`src/rtl/pdp_cal2d_pkg.sv`:
```
// Shared sizes, field offsets and FSM state encoding for the PDP cal2d fp16 pad-line unpacker.
package pdp_cal2d_pkg;

  localparam int LANE_W    = 16;
  localparam int NUM_LANES = 7;
  localparam int CNT_W     = 3;
  localparam int LANES_W   = NUM_LANES * LANE_W;
  localparam int PD_W      = LANES_W + CNT_W;
  localparam int CNT_LSB   = LANES_W;

  localparam logic [CNT_W-1:0] MAX_IDX = CNT_W'(NUM_LANES - 1);

  typedef enum logic {
    IDLE  = 1'b0,
    SHIFT = 1'b1
  } state_e;

  // A count field of 3'b111 would mean 8 lanes, which the word cannot carry.
  function automatic logic [CNT_W-1:0] clamp_lim(input logic [CNT_W-1:0] cnt);
    return (cnt > MAX_IDX) ? MAX_IDX : cnt;
  endfunction

endpackage

```
`src/rtl/pdp_cal2d_lane_sel.sv`:
```
// Combinational lane mux: picks one fp16 lane out of the held word by index.
// Zero latency, no flow control.
module pdp_cal2d_lane_sel
  import pdp_cal2d_pkg::*;
(
  input  logic [LANES_W-1:0] hold_pd_i,
  input  logic [CNT_W-1:0]   idx_i,
  output logic [LANE_W-1:0]  lane_o
);

  always_comb begin
    lane_o = '0;
    for (int i = 0; i < NUM_LANES; i++) begin
      if (idx_i == CNT_W'(i)) lane_o = hold_pd_i[i*LANE_W +: LANE_W];
    end
  end

endmodule

```
`src/rtl/pdp_cal2d_pad_line_unpack.sv`:
```
// Serialises one 7-lane fp16 pad-line word into 16-bit beats; lane 0 one cycle after accept, next word loads
// on the last-lane take (no bubble); output holds under rdy low. Optional PDP_PAD_LINE_STALL_CNT_EN stall counter.
module pdp_cal2d_pad_line_unpack
  import pdp_cal2d_pkg::*;
(
  input  logic              nvdla_op_gated_clk_fp16,
  input  logic              nvdla_core_rstn,
  input  logic [PD_W-1:0]   fp16_mul_pad_line_in_pd_d3,
  input  logic              fp16_mul_pad_line_in_vld_d3,
  output logic              fp16_mul_pad_line_in_rdy_d3,
  output logic [LANE_W-1:0] pad_line_lane_pd_d4,
  output logic [CNT_W-1:0]  pad_line_lane_idx_d4,
  output logic              pad_line_lane_last_d4,
  output logic              pad_line_lane_vld_d4,
  input  logic              pad_line_lane_rdy_d4,
  output logic [31:0]       pad_line_stall_cnt
);

  state_e               state_q;
  logic [LANES_W-1:0]   hold_pd_q;
  logic [CNT_W-1:0]     idx_q;
  logic [CNT_W-1:0]     idx_d;
  logic [CNT_W-1:0]     lim_q;
  logic [CNT_W-1:0]     lim_d;
  logic                 vld_q;
  logic                 last_q;
  logic                 take;
  logic                 accept;

  assign take   = vld_q & pad_line_lane_rdy_d4;
  // Ready never looks at the input valid, so an X valid mid-word cannot leak into state.
  assign fp16_mul_pad_line_in_rdy_d3 = (state_q == IDLE) | (take & last_q);
  assign accept = fp16_mul_pad_line_in_vld_d3 & fp16_mul_pad_line_in_rdy_d3;
  assign lim_d  = clamp_lim(fp16_mul_pad_line_in_pd_d3[CNT_LSB +: CNT_W]);
  assign idx_d  = idx_q + CNT_W'(1);

  always_ff @(posedge nvdla_op_gated_clk_fp16 or negedge nvdla_core_rstn) begin
    if (!nvdla_core_rstn) begin
      state_q <= IDLE;
      vld_q   <= 1'b0;
      idx_q   <= '0;
      lim_q   <= '0;
      last_q  <= 1'b0;
    end else if (accept) begin
      state_q <= SHIFT;
      vld_q   <= 1'b1;
      idx_q   <= '0;
      lim_q   <= lim_d;
      last_q  <= (lim_d == '0);
    end else if (state_q == SHIFT && take) begin
      if (last_q) begin
        state_q <= IDLE;
        vld_q   <= 1'b0;
        last_q  <= 1'b0;
      end else begin
        idx_q   <= idx_d;
        last_q  <= (idx_d == lim_q);
      end
    end
  end

  // Payload register carries no reset; it is only observed while vld_q is high.
  always_ff @(posedge nvdla_op_gated_clk_fp16) begin
    if (accept) hold_pd_q <= fp16_mul_pad_line_in_pd_d3[LANES_W-1:0];
  end

  pdp_cal2d_lane_sel u_lane_sel (
    .hold_pd_i (hold_pd_q),
    .idx_i     (idx_q),
    .lane_o    (pad_line_lane_pd_d4)
  );

  assign pad_line_lane_idx_d4  = idx_q;
  assign pad_line_lane_last_d4 = last_q;
  assign pad_line_lane_vld_d4  = vld_q;

`ifdef PDP_PAD_LINE_STALL_CNT_EN
  logic [31:0] stall_cnt_q;

  always_ff @(posedge nvdla_op_gated_clk_fp16 or negedge nvdla_core_rstn) begin
    if (!nvdla_core_rstn) begin
      stall_cnt_q <= '0;
    end else if (vld_q && !pad_line_lane_rdy_d4 && stall_cnt_q != 32'hFFFF_FFFF) begin
      stall_cnt_q <= stall_cnt_q + 32'd1;
    end
  end

  assign pad_line_stall_cnt = stall_cnt_q;
`else
  assign pad_line_stall_cnt = 32'd0;
`endif

endmodule

```
`config.mk`:
```
export PLATFORM = sky130hd
export DESIGN_NAME = pdp_cal2d_pad_line_unpack
export DESIGN_NICKNAME = d
export VERILOG_FILES = /design/src/rtl/pdp_cal2d_pkg.sv /design/src/rtl/pdp_cal2d_lane_sel.sv /design/src/rtl/pdp_cal2d_pad_line_unpack.sv
export SDC_FILE = /design/constraint.sdc
export NUM_CORES = 1
export LEC_CHECK = 0
export ABC_AREA = 1
export BUFFER_PORTS_ARGS = -buffer_cell sky130_fd_sc_hd__buf_4
export CAP_MARGIN = 20
export CORE_ASPECT_RATIO = 0.7
export CORE_MARGIN = 5
export CORE_UTILIZATION = 54
export CTS_BUF_LIST = sky130_fd_sc_hd__clkbuf_4 sky130_fd_sc_hd__clkbuf_8 sky130_fd_sc_hd__clkbuf_16
export DETAILED_ROUTE_END_ITERATION = 16
export PLACE_DENSITY = 0.85
export SETUP_SLACK_MARGIN = 0.05
export SKIP_CTS_REPAIR_TIMING = 1
export SLEW_MARGIN = 20
export SYNTH_ARGS = -nofsm -noshare
export SYNTH_HDL_FRONTEND = slang
export SYNTH_HIERARCHICAL = 1
export SYNTH_SLANG_ARGS = --single-unit
```
`constraint.sdc`:
```
create_clock -name nvdla_op_gated_clk_fp16 -period 6.3 [get_ports nvdla_op_gated_clk_fp16]
set_input_delay 0.945 -clock nvdla_op_gated_clk_fp16 [delete_from_list [all_inputs] [get_ports nvdla_op_gated_clk_fp16]]
set_output_delay 0.945 -clock nvdla_op_gated_clk_fp16 [all_outputs]
set_load 0.03 [all_outputs]
```
== Yosys cells after proc, flatten, opt, wreduce, memory -nomap -nowiden ==
Cells that the tools add are included.

* Flip-flop bits (word level): 120
* Bits in latches: 0
* RAM bits: 0
* ROM bits: 0
* Input port bits: 119
* Output and inout bits: 54
* Word-level logic and storage cells: 44
* Memories: 0

* $add $sub $neg: 1
* Multiply operators: 0
* Divide/modulo/power cells: 0
* $lt $le $gt $ge: 1
* Equal/unequal tests: 8
* Shifts and indexed selects: 0
* Muxes and demuxes: 17
* Bitwise logic cells: 5
* Reductions and logical operators: 7

{| class="wikitable"
|+ Operator list
! operator !! number
|-
| 2-to-1 mux 16 bit || 7
|-
| 2-to-1 mux 3 bit || 4
|-
| == test 3 bit, second input constant || 3
|-
| == test 3 x 2 -> 1 bit, second input constant || 2
|-
| logical NOT 3 bit || 2
|-
| 2-to-1 mux 1 bit || 6
|-
| AND reduction 2 bit || 2
|-
| nonzero test 2 bit || 2
|-
| adder 3 x 1 -> 3 bit, second input constant || 1
|-
| bitwise AND 1 bit || 3
|-
| == test 3 x 1 -> 1 bit, second input constant || 1
|-
| == test 3 bit || 1
|-
| greater-than comparator 3 bit, second input constant || 1
|-
| != test 2 x 1 -> 1 bit, second input constant || 1
|-
| logical AND 1 bit || 1
|-
| inverter 1 bit || 1
|-
| OR 1 bit || 1
|}

== Longest topological paths before layout ==
Gate-level depths: netlist of the first run.

* Depth after elaboration: 8
* Gate-level depth with buffers: 7
* Depth with buffers taken out: 7

== Cells and area by module ==
Netlist of the first run, hierarchy kept.

{| class="wikitable"
|+ Modules (own cells, without submodules)
! module !! instances !! cells each !! area each (µm²) !! sequential area each (µm²)
|-
| pdp_cal2d_pad_line_unpack || 1 || 207 || 4,060.1 || 3,563.4
|-
| pdp_cal2d_lane_sel || 1 || 200 || 998.5 || 0.0
|}

== Least setup slack after synthesis of the first run ==
No wires, ideal clock.

* Path type: input-to-reg
* Start point: input port pad_line_lane_rdy_d4
* End point: register last_q, in the netlist pad_line_lane_last_d4
* Library setup time: 0.125 ns
* Arrival: 4.665 ns
* Data required time: 6.175 ns
* Path slack: 1.510 ns
* Stages on the path: 5
* Buffers on the path: 0
* Cell sequence: nand2_2 -> a21oi_2 -> nor2_1 -> nor2_1 -> a21oi_1

* Cells in the longest elaborated chain, start to end: 5
* Elaborated cells on any way between the ends: 7
* Classes of those cells: mux (1); bitwise (4); reduce/logical (2)

{| class="wikitable"
|+ RTL lines
! element !! line !! RTL
|-
| start: declaration || pdp_cal2d_pad_line_unpack.sv:15 || <nowiki>input logic pad_line_lane_rdy_d4,</nowiki>
|-
| bitwise AND 1 bit * || pdp_cal2d_pad_line_unpack.sv:30 || <nowiki>assign take = vld_q & pad_line_lane_rdy_d4;</nowiki>
|-
| bitwise AND 1 bit * || pdp_cal2d_pad_line_unpack.sv:32 || <nowiki>assign fp16_mul_pad_line_in_rdy_d3 = (state_q == IDLE) | (take & last_q);</nowiki>
|-
| OR 1 bit * || pdp_cal2d_pad_line_unpack.sv:32 ||
|-
| bitwise AND 1 bit * || pdp_cal2d_pad_line_unpack.sv:33 || <nowiki>assign accept = fp16_mul_pad_line_in_vld_d3 & fp16_mul_pad_line_in_rdy_d3;</nowiki>
|-
| named net accept || pdp_cal2d_pad_line_unpack.sv:28 || <nowiki>logic accept;</nowiki>
|-
| 2-to-1 mux 1 bit or nonzero test 2 bit (tied branches) || n/a ||
|-
| end signal: assignment || pdp_cal2d_pad_line_unpack.sv:49 || <nowiki>last_q <= (lim_d == '0);</nowiki>
|-
| end signal: assignment || pdp_cal2d_pad_line_unpack.sv:57 || <nowiki>last_q <= (idx_d == lim_q);</nowiki>
|-
| end: declaration || pdp_cal2d_pad_line_unpack.sv:26 || <nowiki>logic last_q;</nowiki>
|}

The timed path passes the listed nets; every way through them passes the cells marked *.
A chain may end at the register's enable or synchronous reset.

== Worst setup path in the final report of the first run ==
* Start point: register idx_q[0], in the netlist pad_line_lane_idx_d4[0]
* End point: output port pad_line_lane_pd_d4[0]

* Cells in the longest elaborated chain, start to end: 8
* Elaborated cells on any way between the ends: 14
* Classes of those cells: eq/ne (6); mux (7); reduce/logical (1)

{| class="wikitable"
|+ RTL lines
! element !! line !! RTL
|-
| start: declaration || pdp_cal2d_pad_line_unpack.sv:21 || <nowiki>logic [CNT_W-1:0] idx_q;</nowiki>
|-
| start signal: assignment || pdp_cal2d_pad_line_unpack.sv:56 || <nowiki>idx_q <= idx_d;</nowiki>
|-
| logical NOT 3 bit || pdp_cal2d_lane_sel.sv:14 || <nowiki>if (idx_i == CNT_W'(i)) lane_o = hold_pd_i[i*LANE_W +: LANE_W];</nowiki>
|-
| 2-to-1 mux 16 bit (6 in a row) || pdp_cal2d_lane_sel.sv:14 ||
|-
| 2-to-1 mux 16 bit * || pdp_cal2d_lane_sel.sv:14 ||
|-
| end: declaration || pdp_cal2d_pad_line_unpack.sv:11 || <nowiki>output logic [LANE_W-1:0] pad_line_lane_pd_d4,</nowiki>
|}

Every way passes the cells marked *; elsewhere a longest branch is shown, timed or not.

==> out/qor.yml, run 1 <==
run_status:
  status: "finished, final reports clean"
floorplan:
  rows: 29
  dieArea_sq_um: 11400
  start_util: 0.555
  core_sq_um: 9110
  ios: 173
  die_h_um: 91.0
  die_w_um: 126
global_routing:
  grt_pass1_wl_um: 18500
  antenna_found_initial: 0
  grt_pass1_vias: 3584
  grt_max_degree: 53
  overflow: 0
  grt_usage: 0.214
clock_network:
  root_buffer: "clkbuf_16"
  h-tree-depth: 4
  path_clk_slew_ps: 50
  numCtsBuffers: 17
  cts_num_sinks: 120
  cts_tree: "yes"
  clk_latency_ps: 400
  clock_path_buffers: 2
power:
  power.internal_mw: 1.99
  ir_worst_vdd_mv: 0.346
  total_power_mw: 3.09
  powerDensity_nw_per_um2: 464
  switchingPower_mw: 1.10
  leakagePower_nw: 2.73
  power_frac_seq: 0.361
  switching_share: 0.356
  combPwrFrac: 0.320
  p_clk_frac: 0.319
timing:
  hold_viol: 0
  period_share: 0.618
  max_freq_ghz: 0.257
  min_period_ps: 3890
  finalSetupViolCount: 0
  tightest_slew_ps: 1140
  fin_tns_setup_ps: 0
  rsz0062_at_grt: "false"
  fin_skew_ps: 4.48
  slew_headroom: 0.240
  slew_violations: 0
setup_path:
  cp_max_fo: 27
  critical_path_class: "register to primary output"
  crit_family: "simple AND/OR/NAND/NOR gates"
  worst_ep_arrival_time_ps: 2950
  required_ps: 5350
  cp-start-kind: "register"
  cpMaxStageDelayCell: "dfrtp_1"
  end_kind: "primary output"
  cpPeakStageDelay_ps: 970
  critical_path_buf_inv_count: 2
  cp_cell_sequence: "inv_2 -> nor3_4 -> nand2_1 -> nand4_1 -> buf_4"
logic_synthesis:
  synth.top_cell.area_share: 0.665
  syn-cell-area_sq_um: 5060
  ys_seq_elements: 120
  synthTopCellsByArea: "edfxtp_1, nand4_1, buf_4"
  syn_inst: 407
  syn_avg_cell_area_sq_um: 12.4
  yosysSeqAreaShare: 0.704
  synth_warnings: 6
  yosysTopAreaCell: "edfxtp_1"
  synth_cell_types: 22
routing:
  drc: 0
  vias: 3547
  firstDrtPassIters: 5
  viasPerCell: 5.16
  ant_nets: 0
  wl_per_cell_um: 17.8
  drt-total-wl_um: 12200
  drt_first_iter_violations: 319
layout:
  final_common_cell: "buf_4"
  antenna_cells: 0
  drive_above_1_share: 0.323
  most-common-layout-cells: "buf_4, edfxtp_1, nand2_1, nand4_1, nor2_1"
  nFillCells: 607
  syn_to_final_growth_pct: 31.8
  nets: 671
  final_area_sq_um: 6670
worst_hold_path:
  hold_path_class: "input port to async pin"
place:
  dp_hpwl_um: 8460
  placed_area_sq_um: 6060
  port_buffers: 140
  gp_congestion: 0.845
job:
  drv_cap: 0
## registers in the layout, summed over array words and instances (netlist names)
signal and flops:
pad_line_lane_vld_d4 1, lim_q 3, pad_line_lane_idx_d4 3, pad_line_lane_last_d4 1, hold_pd_q 112
## Yosys cell counts, drive strengths merged
cell    count
ha          1
clkbuf      4
o21ai       8
conb        1
a21oi       5
dfrtp       8
nand2      66
inv        30
nor3        3
edfxtp    112
nand3      38
buf        44
nor2       39
nand4      48
## area by class of cell
class / count / area (sq um) / area share
flip-flops and latches: 120 / 3560 / 0.534
multi-input cells: 240 / 1160 / 0.174
repair buffers: 142 / 1070 / 0.160
clock buffers: 17 / 425 / 0.0638
clock inverters: 14 / 183 / 0.0274
well taps: 124 / 155 / 0.0233
inverters: 30 / 113 / 0.0169
## final timing paths
kind                                  slack (ps)                     from  cells after the start                 endpoint
max                                         2410  pad_line_lane_idx_d4[0]                      5   pad_line_lane_pd_d4[0]
min                                          350          nvdla_core_rstn                      1                 lim_q[2]
max reg2reg                                 3830    pad_line_lane_last_d4                      3            hold_pd_q[45]
min reg2reg                                  520                 lim_q[1]                      2                 lim_q[1]
max in group asynchronous                   5820          nvdla_core_rstn                      1  pad_line_lane_idx_d4[0]
min in group nvdla_op_gated_clk_fp16         520                 lim_q[1]                      2                 lim_q[1]
## stage by stage
stage / setup WS, ps / hold WS (ps) / util / instances
final: 2410 / 350 / 0.732 / 687
after global routing: 2190 / 340 / 0.732 / 687
after CTS: 2410 / 340 / 0.732 / 687
after detailed placement: 2860 / 507 / 0.665 / 656
after global placement: 2990 / 500 / 0.665 / 656
after floorplan: 1510 / 469 / - / 438
## cell families (layout without fill, tap and decap cells)
family | count (synthesis) | count (layout) | share of synthesized area
buf+inv | 78 | 203 | 0.0903
compound gates | 13 | 13 | 0.0136
other cells | 1 | 32 | 0.000741
flops | 120 | 120 | 0.704
simple gates | 194 | 194 | 0.188
fa+ha+maj | 1 | 1 | 0.00247
## power by group through the flow
stage | sequential, mW | combinational (mW) | clock [mW]
4_1_cts | 1.12 | 0.990 | 0.996
5_1_grt | 1.13 | 1.07 | 1.04
2_1_floorplan | 1.11 | 0.674 | 0
3_5_place_dp | 1.13 | 0.982 | 0
6_report | 1.12 | 0.990 | 0.986
3_3_place_gp | 1.12 | 0.957 | 0
## per-layer routing
metal,wire length [um],part of all wire,vias up,track usage
met5,0,0,-,0
li1,-,-,1683,-
met4,208,0.017,0,0.0731
met2,5920,0.48,181,0.352
met1,4720,0.39,1664,0.258
met3,1380,0.11,19,0.0880
No activity file was read; power rests on OpenSTA's default activity.
==> run 2: changes to the inputs <==
--- a/config.mk
+++ b/config.mk
@@ -5,15 +5,15 @@
 export SDC_FILE = /design/constraint.sdc
 export NUM_CORES = 1
 export LEC_CHECK = 0
-export ABC_AREA = 1
+export ABC_AREA = 0
 export BUFFER_PORTS_ARGS = -buffer_cell sky130_fd_sc_hd__buf_4
 export CAP_MARGIN = 20
 export CORE_ASPECT_RATIO = 0.7
 export CORE_MARGIN = 5
-export CORE_UTILIZATION = 54
+export CORE_UTILIZATION = 51
 export CTS_BUF_LIST = sky130_fd_sc_hd__clkbuf_4 sky130_fd_sc_hd__clkbuf_8 sky130_fd_sc_hd__clkbuf_16
 export DETAILED_ROUTE_END_ITERATION = 16
-export PLACE_DENSITY = 0.85
+export PLACE_DENSITY = 0.8
 export SETUP_SLACK_MARGIN = 0.05
 export SKIP_CTS_REPAIR_TIMING = 1
 export SLEW_MARGIN = 20
==> constraint.sdc (replaced) <==
create_clock -name nvdla_op_gated_clk_fp16 -period 4 [get_ports nvdla_op_gated_clk_fp16]
set_input_delay 0.6 -clock nvdla_op_gated_clk_fp16 [delete_from_list [all_inputs] [get_ports nvdla_op_gated_clk_fp16]]
set_output_delay 0.6 -clock nvdla_op_gated_clk_fp16 [all_outputs]
set_load 0.03 [all_outputs]
==> run 2 against run 1 <==
Synthesized cell count fell by 16%. Count of clock-buffer cells in the layout up 1. Synthesized area increased by 4.7%. First-iteration DRC count up 53%. Power grew 62%. Flip-flop and latch count did not move. Largest cell class unchanged. Wire length grew 3.3%.
==> out/qor.yml, run 2 <==
logic_synthesis:
  synthTopCellsByArea: "edfxtp_1, buf_4, mux2_2"
  yosysMostFrequentCell: "edfxtp_1"
  syn_inst: 340  # -16%
  synth-edff-count: 112  # unchanged
  syn_avg_cell_area_sq_um: 15.6  # +25%
  synth.top_cell.area_share: 0.635  # -0.0300
  synthArstFlopShare: 0.0667  # unchanged
  syn-cell-area_sq_um: 5300  # +4.7%
  synthFlopType: "edfxtp_1"
  synth_warnings: 6  # unchanged
  synth_cell_types: 39  # +77%
  yosysTopAreaCell: "edfxtp_1"
  ys_seq_elements: 120  # unchanged
  yosysSeqAreaShare: 0.673  # -0.0318
  ys_top_cells_by_count: "edfxtp_1, buf_4, mux2_2, mux2i_1, nor2_1"
layout:
  top_register: "hold_pd_q"
  most-common-layout-cells: "buf_4, edfxtp_1, conb_1, mux2_2"
  final_common_cell: "buf_4"
  nets: 603  # -10%
  syn_to_final_growth_pct: 29.9
  largest_register_ffs: 112  # unchanged
  drive_above_1_share: 0.431  # +0.108
  antenna_cells: 0  # unchanged
routing:
  wl_per_cell_um: 20.1  # +13%
  drt-total-wl_um: 12600  # +3.3%
  drt_first_iter_violations: 487  # +53%
  drc: 0  # unchanged
  firstDrtPassIters: 5  # unchanged
  ant_nets: 0  # unchanged
  vias: 3500  # -1.3%
  viasPerCell: 5.57  # +7.9%
floorplan:
  core_sq_um: 10200  # +12%
  start_util: 0.517  # -0.0381
  die_w_um: 132  # +4.9%
  rows: 31  # +6.9%
  ios: 173  # unchanged
  die_h_um: 95.3  # +4.7%
  dieArea_sq_um: 12600  # +9.8%
clock_network:
  cts_tree: "yes"
  clk_latency_ps: 410  # about the same
  cts_num_sinks: 120  # unchanged
  numCtsBuffers: 17  # unchanged
  h-tree-depth: 4  # unchanged
  root_buffer: "clkbuf_16"
  clock_path_buffers: 2  # unchanged
  path_clk_slew_ps: 50  # about the same
timing:
  fin_skew_ps: 4.60  # +0.120 ps
  min_period_ps: 3370
  hold_viol: 0  # unchanged
  slew_violations: 0  # unchanged
  slew_headroom: 0.384  # +0.145
  layout_setup_ws_ps: 626  # -1780 ps
  fin_tns_setup_ps: 0  # unchanged
  tightest_slew_ps: 924  # -213 ps
  finalSetupViolCount: 0  # unchanged
  rsz0062_at_grt: "false"
  holdWs_ps: 366  # +16.2 ps
  max_freq_ghz: 0.296
  period_share: 0.843
global_routing:
  antenna_found_initial: 0  # unchanged
  grt_max_degree: 68  # +28%
  grt_usage: 0.202  # -0.0115
  grt_pass1_wl_um: 19000  # +2.5%
  overflow: 0  # unchanged
  grt_pass1_vias: 3466  # -3.3%
worst_hold_path:
  hp-start: "fp16_mul_pad_line_in_pd_d3[49]"
  min_to: "hold_pd_q[49]"
  hold_path_class: "input port to register"
  min_path_cells: 1
setup_path:
  required_ps: 3400  # -1950 ps
  worst_ep_arrival_time_ps: 2770  # -180 ps
  rr_worst_depth: 5  # +2
  end_kind: "primary output"
  cp_max_fo: 42  # +56%
  critical_path_class: "register to primary output"
  r2r_end: "pad_line_lane_last_d4"
  cp-start-kind: "register"
  reg2reg_from: "pad_line_lane_idx_d4[1]"
  regToRegSetupSlack_ps: 1620  # -2210 ps
place:
  gp_congestion: 0.752  # -11%
  dp_hpwl_um: 8770  # +3.6%
  pre_cts_slack_ps: 1080  # -1780 ps
  port_buffers: 140  # unchanged
run_status:
  status: "finished, final reports clean"
power:
  ir_worst_vdd_mv: 0.399  # +15%
  leakagePower_nw: 2.66  # -2.7%
  powerDensity_nw_per_um2: 727  # +57%
job:
  drv_cap: 0  # unchanged
run 2: cell count changes in the layout (fill, tap and decap cells not counted), moves of 17 or more:
cell,before,now
nand3_1,37,0
mux2i_1,0,18
nand2_1,63,3
nand4_1,48,1
nor2_1,38,18
nand2b_1,0,17
inv_1,27,1
mux2_2,0,20
run 2: cell families (layout without fill, tap and decap cells):
kind of cell	Yosys count	after routing	synth area share
AO/OA/AOI/OAI	72	72	0.118
buffers and inverters	57	182	0.0751
multiplexers	38	38	0.0765
AND/OR/NAND/NOR	47	47	0.0479
other	1	32	0.000708
flip-flops	120	120	0.673
adder cells (fa/ha/maj)	1	1	0.00236
XOR/XNOR	4	4	0.00661
run 2: worst max-delay path by stage:
stage	start	end	slack, ps	depth (start not counted)
floorplan	pad_line_lane_rdy_d4	hold_pd_q[0]	210	4
global placement	pad_line_lane_idx_d4[1]	pad_line_lane_pd_d4[13]	1160	6
detailed placement	pad_line_lane_idx_d4[1]	pad_line_lane_pd_d4[11]	1080	6
CTS	pad_line_lane_idx_d4[1]	pad_line_lane_pd_d4[11]	650	6
global route	pad_line_lane_idx_d4[1]	pad_line_lane_pd_d4[11]	520	6
finish	pad_line_lane_idx_d4[1]	pad_line_lane_pd_d4[11]	630	6
run 2: area by class of cell:
type                            count  area [sq um]
Fill cell                         689          3360
Timing Repair Buffer              147          1120
Tap cell                          132           165
Multi-Input combinational cell    194          1460
Clock buffer                       18           439
Sequential cell                   120          3560
Inverter                            3          13.8
Clock inverter                     14           126
run 2: per-stage QoR:
| stage | instances | area [sq um] | power [mW] | util |
|---|---|---|---|---|
| 3_3_place_gp | 595 | 6310 | 3.55 | 0.616 |
| 2_1_floorplan | 371 | 5410 | 3.01 | - |
| 3_5_place_dp | 595 | 6310 | 3.59 | 0.616 |
| 6_report | 628 | 6880 | 5.01 | 0.672 |
| 5_1_grt | 628 | 6880 | 5.21 | 0.672 |
| 4_1_cts | 627 | 6870 | 5.02 | 0.671 |
run 2: critical path: stages (launching register included):
cell and delay, ps:
dfrtp_2 960, buf_4 460, mux2i_1 280, o2bb2ai_1 120, a221oi_2 240, nor2_1 80
buf_4 180
run 2: where the power goes:
part / switching, mW / total [mW] / internal [mW]
registers: 0.129 / 1.64 / 1.51
clock network: 0.551 / 1.42 / 0.871
logic: 1.18 / 1.95 / 0.771
total: 1.86 / 5.01 / 3.15
run 2: layer usage:
layer  part of all wire  GRT usage  vias up
met5                  0          0        -
met1               0.43      0.272     1721
li1                   -          -     1558
met2               0.45      0.305      209
met4              0.012     0.0779        0
met3               0.11     0.0723       12
